--- config.mk ---
export PLATFORM = sky130hd
export DESIGN_NAME = iter_shifter
export DESIGN_NICKNAME = d
export VERILOG_FILES = /design/src/rtl/iter_shifter_pkg.sv /design/src/rtl/iter_shifter_shift_step.sv /design/src/rtl/iter_shifter.sv
export SDC_FILE = /design/constraint.sdc
export NUM_CORES = 1
export LEC_CHECK = 0
export ABC_CLOCK_PERIOD_IN_PS = 2700
export BUFFER_PORTS_ARGS = -buffer_cell sky130_fd_sc_hd__buf_4
export CAP_MARGIN = 20
export CORE_MARGIN = 1.5
export CORE_UTILIZATION = 57
export CTS_BUF_LIST = sky130_fd_sc_hd__clkbuf_8
export DETAILED_ROUTE_END_ITERATION = 10
export PLACE_DENSITY = 0.84
export SLEW_MARGIN = 30
export SYNTH_ARGS = -nofsm -noshare
export SYNTH_HDL_FRONTEND = slang
export SYNTH_SLANG_ARGS = --single-unit
--- constraint.sdc ---
create_clock -name clk -period 2.7 [get_ports clk]
set_clock_uncertainty 0.05 [all_clocks]
set_input_delay 0.405 -clock clk [delete_from_list [all_inputs] [get_ports clk]]
set_output_delay 0.405 -clock clk [all_outputs]
set_load 0.02 [all_outputs]
--- src/rtl/iter_shifter_pkg.sv ---
// iter_shifter_pkg: shift_op encodings, FSM state type and shift-op decode.
// ITER_SHIFTER_ROTATE_EN enables decoding of the rotate ops.
package iter_shifter_pkg;

    localparam logic [2:0] OP_PASS = 3'b000;
    localparam logic [2:0] OP_LSL  = 3'b001;
    localparam logic [2:0] OP_LSR  = 3'b010;
    localparam logic [2:0] OP_ASR  = 3'b011;
    localparam logic [2:0] OP_ROL  = 3'b100;
    localparam logic [2:0] OP_ROR  = 3'b101;

    typedef enum logic [1:0] {IDLE, SHIFT, DONE} state_t;

    function automatic logic is_shift(input logic [2:0] op);
`ifdef ITER_SHIFTER_ROTATE_EN
        return op inside {OP_LSL, OP_LSR, OP_ASR, OP_ROL, OP_ROR};
`else
        return op inside {OP_LSL, OP_LSR, OP_ASR};
`endif
    endfunction

endpackage

--- src/rtl/iter_shifter_shift_step.sv ---
// shift_step: one-bit combinational shift/rotate of W-bit data by op.
// Rotates exist only when ITER_SHIFTER_ROTATE_EN is defined.
module shift_step
    import iter_shifter_pkg::*;
#(
    parameter int W = 16
) (
    input  logic [W-1:0] data,
    input  logic [2:0]   op,
    output logic [W-1:0] result
);

    always_comb begin
        result = data;
        if (op == OP_LSL) result = {data[W-2:0], 1'b0};
        if (op == OP_LSR) result = {1'b0, data[W-1:1]};
        if (op == OP_ASR) result = {data[W-1], data[W-1:1]};
`ifdef ITER_SHIFTER_ROTATE_EN
        if (op == OP_ROL) result = {data[W-2:0], data[W-1]};
        if (op == OP_ROR) result = {data[0], data[W-1:1]};
`endif
    end

endmodule

--- src/rtl/iter_shifter.sv ---
// iter_shifter: iterative one-bit-per-cycle shifter with valid/ready handshakes.
// Define ITER_SHIFTER_ROTATE_EN to enable ROL/ROR; otherwise they behave as pass.
module iter_shifter
    import iter_shifter_pkg::*;
#(
    parameter int W = 16
) (
    input  logic                 clk,
    input  logic                 rst_n,
    input  logic                 in_valid,
    output logic                 in_ready,
    input  logic [W-1:0]         in_data,
    input  logic [2:0]           shift_op,
    input  logic [$clog2(W)-1:0] shift_amt,
    output logic                 out_valid,
    input  logic                 out_ready,
    output logic [W-1:0]         out_data,
    output logic                 busy
);

    localparam int AW = $clog2(W);

    state_t        state, state_n;
    logic [W-1:0]  res, res_n, step;
    logic [2:0]    op, op_n;
    logic [AW-1:0] cnt, cnt_n;

    shift_step #(.W(W)) u_step (
        .data   (res),
        .op     (op),
        .result (step)
    );

    always_ff @(posedge clk) begin
        if (!rst_n) begin
            state <= IDLE;
            res   <= '0;
            op    <= OP_PASS;
            cnt   <= '0;
        end else begin
            state <= state_n;
            res   <= res_n;
            op    <= op_n;
            cnt   <= cnt_n;
        end
    end

    always_comb begin
        state_n = state;
        res_n   = res;
        op_n    = op;
        cnt_n   = cnt;
        case (state)
            IDLE: if (in_valid) begin
                res_n   = in_data;
                op_n    = shift_op;
                cnt_n   = shift_amt;
                state_n = (is_shift(shift_op) && shift_amt != '0) ? SHIFT : DONE;
            end
            SHIFT: begin
                res_n   = step;
                cnt_n   = cnt - 1'b1;
                state_n = (cnt == AW'(1)) ? DONE : SHIFT;
            end
            DONE:    state_n = out_ready ? IDLE : DONE;
            default: state_n = IDLE;
        endcase
    end

    assign in_ready  = state == IDLE;
    assign out_valid = state == DONE;
    assign busy      = state != IDLE;
    assign out_data  = res;

endmodule
### Word level (Yosys, flattened, before mapping)

Cells that the tools add are included.

| storage, ports and cells | value |
|---|---|
| bits in registers | 25 |
| output and inout port bits | 19 |
| input port bits | 27 |
| word-level logic and storage cells | 41 |

| operators by class | value |
|---|---|
| reductions and logical operators | 10 |
| multiplexer cells | 12 |
| equality and inequality tests | 13 |
| add/subtract/negate cells | 1 |

Operators with widths:

| kind | count |
|---|---|
| $mux 16 | 4 |
| $pmux 16 s2 | 1 |
| $eq 3x2->1 const B | 4 |
| $mux 2 | 4 |
| $pmux 4 s2 | 1 |
| $eq 3x1->1 const B | 2 |
| $pmux 2 s3 | 1 |
| $eq 4x1->1 const B | 1 |
| $mux 4 | 1 |
| $ne 2x2->1 const B | 2 |
| $ne 4x1->1 const B | 1 |
| $reduce_and 2->1 | 2 |
| $reduce_and 4->1 | 1 |
| $reduce_bool 2->1 | 2 |
| $reduce_bool 4->1 | 1 |
| $sub 4x1->4 const B | 1 |
| $ne 3x1->1 const B | 1 |
| $reduce_and 3->1 | 1 |
| $reduce_bool 3->1 | 1 |
| $eq 2x1->1 const B | 1 |
| $eq 2x2->1 const B | 1 |
| $logic_not 2->1 | 1 |
| $logic_and 1x1->1 | 1 |

### Logic depth before layout (Yosys ltp)

Gate-level depths: netlist of run 1.

| depth | value |
|---|---|
| depth in word-level cells | 6 |
| gate-level depth with buffers | 6 |
| gate-level depth less buffers | 6 |

### By module

From an unflattened synthesis of run 1, not the netlist that was laid out.

| unflattened totals | value |
|---|---|
| cells, all modules | 203 |
| area total of the unflattened synthesis | 1,736.7 um^2 |

By module, submodules not included:

| module | area each (um^2) | instances | seq. area each (um^2) | cells each |
|---|---|---|---|---|
| iter_shifter | 1,371.3 | 1 | 500.5 | 148 |
| shift_step | 365.4 | 1 | 0.0 | 55 |

### Worst setup path after synthesis of run 1

OpenSTA, ideal clock, no wires.

| timing path | value |
|---|---|
| path kind | register to register |
| start point | register state[1] |
| end point | register op[2] |
| path buffers | 1 |
| data required time | 2.535 ns |
| setup slack | 0.932 ns |
| setup time | 0.115 ns |
| cell stages (with the launch flop) | 7 |
| arrival | 1.603 ns |
| period minus slack after synthesis | 1.768 ns |
| cell sequence | dfxtp_1 > clkbuf_8 > nor2_1 > inv_2 > nor2_4 > mux2_2 > and2_1 |

| on the way | value |
|---|---|
| longest elaborated chain between the ends | 2 |

Ends and longest elaborated chain:

| item | RTL line | source |
|---|---|---|
| start: declaration | iter_shifter.sv:23 | `state_t state, state_n;` |
| start signal: assignment | iter_shifter.sv:41 | `state <= state_n;` |
| $logic_not 2->1 | - |  |
| via in_ready | iter_shifter.sv:11 | `output logic in_ready,` |
| $reduce_and 2->1 (no line) | - |  |
| end signal: assignment | iter_shifter.sv:43 | `op <= op_n;` |
| end: declaration | iter_shifter.sv:25 | `logic [2:0] op, op_n;` |

The timed path passes the listed nets, and every way through them passes these cells.
A chain may end at the register's enable or synchronous reset.

### Worst setup path in the final report of run 1

| timing path | value |
|---|---|
| start point | register state[0] |
| end point | register res[5] (netlist: out_data[5]) |

| on the way | value |
|---|---|
| longest elaborated chain between the ends | 3 |
| elaborated cells between the ends (all ways) | 7 |
| classes of those cells | eq/ne (3); mux (1); reduce/logical (3) |

Ends and longest elaborated chain:

| item | RTL line | source |
|---|---|---|
| $eq 2x1->1 or $logic_not 2->1 (tied branches) | iter_shifter.sv:53 | `case (state)` |
| $ne 4x1->1 (no line) (tied with other cells) | - |  |
| $reduce_and 3->1 (no line) | - |  |
| end signal: assignment | iter_shifter.sv:42 | `res <= res_n;` |
| end: declaration | iter_shifter.sv:24 | `logic [W-1:0] res, res_n, step;` |

Several ways; a longest one is shown, not always the timed one.

==> results of run 1 <==
[layout make-up]
type / instances / share of cell area [%]
Timing Repair Buffer: 45 / 18.2
Clock buffer: 3 / 2.22
Inverter: 21 / 4.24
Clock inverter: 1 / 0.269
Sequential cell: 25 / 26.9
Tap cell: 30 / 2.02
Multi-Input combinational cell: 120 / 46.2
[registers in the layout, summed over array words and instances (netlist names)]
register / cells
state: 2
cnt: 4
op: 3
out_data: 16
[cell families (layout without fill, tap and decap cells)]
kind of cell,count (synthesis),after routing,synth area share [%]
fa+ha+maj,2,2,1.60
flops,25,25,31.9
xor+xnor,1,1,0.559
simple gates,62,62,19.2
mux,3,3,2.00
buf+inv,33,70,13.3
compound gates,52,52,31.4
[critical path, cell delays in order, from the launching register on]
cell and delay [ps]:
dfxtp_1 680, nand2b_1 570, a211oi_1 440, o32ai_2 140
[power breakdown]
part           switching [mW]  internal, mW
Clock                   0.128         0.103
Sequential             0.0414         0.407
Combinational           0.183         0.149
Total                   0.352         0.660
[per-layer routing]
layer	track usage, %	vias up	wire length (µm)
met2	42.5	47	1920
met4	6.97	0	28
met5	0	-	0
met1	31.0	703	1590
met3	3.75	4	171
li1	-	707	-
[placed cells by master, fill, tap and decap left out, types with 5 or more instances in the layout]
cell type,count
a211oi_1,14
nand2_1,6
buf_4,45
a21oi_1,6
o32ai_2,10
o32ai_1,5
dfxtp_1,25
inv_1,20
nor2_1,35
[path summary, 6_finish.rpt]
kind	from	end	slack, ps	cells past startpoint
worst max-delay path	state[0]$_SDFFE_PN0P_	out_data[5]$_SDFFE_PN0P_	690	3
worst min-delay path	in_valid	state[1]$_SDFFE_PN0P_	360	2
worst max register to register	state[0]$_SDFFE_PN0P_	out_data[5]$_SDFFE_PN0P_	690	3
worst min register to register	cnt[3]$_SDFFE_PN0P_	cnt[3]$_SDFFE_PN0P_	430	2
==> impl_metrics.py, run 1 <==
metrics = {
    "run_status": {
        "status": "finished, final reports clean",
    },
    "die": {
        "core.rowCount": 18,
        "start_util_pct": 61.6,
        "die-height_um": 55.4,
        "dieArea_um2": 3070,
        "io_pins": 46,
        "core_area_um2": 2540,
        "die_w_um": 55.4,
    },
    "layout": {
        "syn_to_final_growth_pct": 18.6,
        "layout-drive-gt1-share_pct": 32.1,
        "register_area_um2": 500,
        "stdcell_area_um2": 1860,
        "final-instance-count-excl-fill": 245,
        "final_nets": 245,
        "n_antenna_cell": 0,
        "multi_input_area_um2": 858,
        "utilization_pct": 73.1,
        "n_fill_cell": 198,
    },
    "routing": {
        "post_drt_via_cell_ratio": 5.96,
        "drt_first_iter_violations": 51,
        "wl_per_cell_um": 15.1,
        "ant_nets": 0,
        "wl_um": 3700,
        "route.detailed.drc": 0,
        "via_count": 1461,
        "dr.pass1.iters": 4,
    },
    "logic_synthesis": {
        "synth.avg_cell_area_um2": 8.81,
        "synth.most_common_cell": "nor2_1",
        "async_reset_ff_share_pct": 0,
        "synth_edf_count": 0,
        "ys.flop_type": "dfxtp_1",
        "synth.largest_area_cell": "dfxtp_1",
        "synthTopCellsByArea": "dfxtp_1, o32ai_2, nor2_1",
        "syn-num-nets": 207,
        "synthDistinctLibCells": 44,
        "ys_ff_latch": 25,
        "synth_top_area_share_pct": 31.9,
        "yosys_warnings": 0,
        "syn_area_um2": 1570,
        "ys_seq_area_share_pct": 31.9,
        "netlist_instances": 178,
        "synth_commonest_cells": "nor2_1, dfxtp_1, inv_1",
    },
    "run": {
        "drv_cap": 0,
    },
    "place": {
        "placed_cells": 241,
        "place_ws_ps": 771,
        "gpl.final_weighted_congestion": 0.796,
        "dpl-instance-area_um2": 1810,
        "io_buffers": 45,
        "hpwl_um": 2660,
    },
    "clock_network": {
        "cts_resized": 0,
        "htreeDepth": 1,
        "cts_sinks": 25,
        "clk_latency_ps": 270,
        "cts_root_buffer": "clkbuf_8",
        "postCtsHoldBufs": 0,
        "cts_buffers": 3,
        "clockBufferDepth": 2,
        "path_clk_slew_ps": 90,
        "cts_setup_buffers": 0,
        "cts_tree": "yes",
    },
    "setup_path": {
        "cp.required_ps": 2790,
        "end_kind": "flip-flop",
        "critical_path_class": "flip-flop to flip-flop",
        "worst-endpoint-arrival_ps": 2110,
        "start_kind": "flip-flop",
        "crit_fanout": 22,
    },
    "min_path": {
        "hold_path.class": "input port to flip-flop",
    },
    "power": {
        "power.density_nw_per_um2": 545,
        "totalPowerFinal_mw": 1.01,
        "power.leakage_nw": 0.811,
        "peakVddDrop_uv": 419,
    },
    "sta": {
        "hold_viol_final": 0,
        "timing.final.ws_setup_ps": 685,
        "drv_slew": 0,
        "period_minus_slack_ps": 2010,
        "hold_ws_ps": 355,
        "fmax_ghz": 0.496,
        "setup_violations": 0,
        "max_slew_margin_pct": 41.6,
        "rsz0062_at_grt": "false",
        "min_period_over_period_pct": 74.6,
        "tns_ps": 0,
        "tightest_slew_ps": 877,
    },
    "global_routing": {
        "grt_pass1_vias": 1353,
        "grt_pass1_wl_um": 6080,
        "antenna_found_initial": 0,
        "grtUsageTotal_pct": 24.4,
        "grt.overflow.total": 0,
        "grt_max_degree": 31,
    },
}
Note: power is estimated with default switching activity, not from simulation.
==> inputs of run 2 (changes only) <==
--- a/config.mk
+++ b/config.mk
@@ -5,14 +5,14 @@
 export SDC_FILE = /design/constraint.sdc
 export NUM_CORES = 1
 export LEC_CHECK = 0
-export ABC_CLOCK_PERIOD_IN_PS = 2700
+export ABC_CLOCK_PERIOD_IN_PS = 2110
 export BUFFER_PORTS_ARGS = -buffer_cell sky130_fd_sc_hd__buf_4
 export CAP_MARGIN = 20
 export CORE_MARGIN = 1.5
-export CORE_UTILIZATION = 57
+export CORE_UTILIZATION = 53
 export CTS_BUF_LIST = sky130_fd_sc_hd__clkbuf_8
 export DETAILED_ROUTE_END_ITERATION = 10
-export PLACE_DENSITY = 0.84
+export PLACE_DENSITY = 0.79
 export SLEW_MARGIN = 30
 export SYNTH_ARGS = -nofsm -noshare
 export SYNTH_HDL_FRONTEND = slang
==> constraint.sdc (replaced) <==
create_clock -name clk -period 2.11 [get_ports clk]
set_clock_uncertainty 0.05 [all_clocks]
set_input_delay 0.3165 -clock clk [delete_from_list [all_inputs] [get_ports clk]]
set_output_delay 0.3165 -clock clk [all_outputs]
set_load 0.02 [all_outputs]
==> impl_metrics.py, run 2 (synthesis results as in run 1) <==
metrics = {
    "power": {
        "power.leakage_nw": 0.832,
        "peakVddDrop_uv": 599,
        "power.density_nw_per_um2": 681,
    },
    "global_routing": {
        "grtUsageTotal_pct": 23.2,
        "antenna_found_initial": 0,
        "grt_pass1_vias": 1372,
        "grt_max_degree": 31,
        "grt.overflow.total": 0,
        "grt_pass1_wl_um": 6050,
    },
    "setup_path": {
        "r2r_start": "state[0]$_SDFFE_PN0P_",
        "path_cells": "nand2b_2, o22a_2, o21ai_4, o32ai_1",
        "worst-endpoint-arrival_ps": 1870,
        "cp_slowest_stage_delay_ps": 550,
        "startpoint": "state[0]$_SDFFE_PN0P_",
        "critical-path-slowest-cell": "dfxtp_1",
        "critical_path_class": "flip-flop to flip-flop",
        "start_kind": "flip-flop",
        "end_kind": "flip-flop",
        "cp.required_ps": 2190,
        "crit_fanout": 14,
    },
    "run": {
        "drv_cap": 0,
    },
    "clock_network": {
        "cts_root_buffer": "clkbuf_8",
        "cts_tree": "yes",
        "clockBufferDepth": 2,
        "cts_setup_buffers": 0,
        "cts_sinks": 25,
        "cts_resized": 0,
        "postCtsHoldBufs": 0,
        "clk_latency_ps": 270,
        "htreeDepth": 1,
        "path_clk_slew_ps": 80,
        "cts_buffers": 3,
    },
    "layout": {
        "register_area_um2": 500,
        "utilization_pct": 67.9,
        "final_common_cell": "buf_4",
        "largest_register_ffs": 16,
        "n_fill_cell": 232,
        "layout-drive-gt1-share_pct": 32.9,
        "final_nets": 249,
        "n_antenna_cell": 0,
        "multi_input_area_um2": 858,
        "syn_to_final_growth_pct": 20.5,
        "layout_common_cells": "buf_4, nor2_1, dfxtp_1, inv_1, a211oi_1",
        "final-instance-count-excl-fill": 250,
    },
    "die": {
        "io_pins": 46,
        "core_area_um2": 2780,
        "die_w_um": 57.4,
        "die-height_um": 57.4,
        "start_util_pct": 56.4,
        "dieArea_um2": 3290,
        "core.rowCount": 19,
    },
    "sta": {
        "tightest_slew_ps": 538,
        "min_period_over_period_pct": 84.9,
        "period_minus_slack_ps": 1790,
        "timing.final.ws_setup_ps": 320,
        "setup_violations": 0,
        "fmax_ghz": 0.559,
        "drv_slew": 0,
        "hold_viol_final": 0,
        "max_slew_margin_pct": 64.0,
        "tns_ps": 0,
        "rsz0062_at_grt": "false",
    },
    "place": {
        "gpl.final_weighted_congestion": 0.823,
        "placed_cells": 246,
        "hpwl_um": 2660,
        "place_ws_ps": 376,
        "io_buffers": 45,
    },
    "min_path": {
        "hold_path.class": "input port to flip-flop",
        "hold_start": "shift_op[1]",
    },
    "routing": {
        "drt_first_iter_violations": 57,
        "wl_um": 3610,
        "wl_per_cell_um": 14.4,
        "dr.pass1.iters": 4,
        "route.detailed.drc": 0,
        "post_drt_via_cell_ratio": 5.68,
        "via_count": 1419,
        "ant_nets": 0,
    },
    "run_status": {
        "status": "finished, final reports clean",
    },
}
-- run 2: changes by cell type in the layout (fill, tap and decap cells not counted) --
cell / before / now
buf_4: 45 / 49
inv_1: 20 / 21
clkinv_2: 1 / 0
-- run 2: critical path, delay by kind of cell (launching register included) --
family | cells | cell delay (ps)
and+or+nand+nor | 1 | 150
DFF | 1 | 550
AOI/OAI and AO/OA | 3 | 880
-- run 2: report_power, final --
group / internal, mW / switching [mW] / total [mW]
sequential: 0.521 / 0.0495 / 0.571
combinational: 0.197 / 0.237 / 0.434
clock: 0.131 / 0.152 / 0.282
total: 0.849 / 0.438 / 1.29
-- run 2: worst paths after layout --
path,endpoint,slack [ps],cells after the start
worst min register to register,cnt[3]$_SDFFE_PN0P_,430,2
worst min-delay path,op[1]$_SDFFE_PN0P_,260,3
worst max register to register,out_data[14]$_SDFFE_PN0P_,320,4
worst max-delay path,out_data[14]$_SDFFE_PN0P_,320,4
-- run 2: metrics by stage --
| stage | hold slack (ps) | instance area (µm²) | power (mW) |
|---|---|---|---|
| final | 263 | 1890 | 1.29 |
| after global routing | 290 | 1890 | 1.36 |
| after CTS | 263 | 1890 | 1.29 |
| after detailed placement | 420 | 1840 | 1.01 |
| after global placement | 409 | 1840 | 0.998 |
| after floorplan | 387 | 1570 | 0.883 |
-- run 2: layer usage --
metal  GRT usage (%)  wire length, µm  vias to the layer above
li1                -                -                      711
met3            5.22              182                        9
met5               0                0                        -
met2            36.5             1760                       49
met1            30.6             1600                      650
met4            9.30               69                        0
-- run 2: cell type report --
class / count / area share [%]
inverter: 21 / 4.17
timing repair buffer: 49 / 19.5
sequential: 25 / 26.5
clock inverter: 1 / 0.199
tap: 31 / 2.05
clock buffer: 3 / 2.19
multi-input combinational: 120 / 45.4
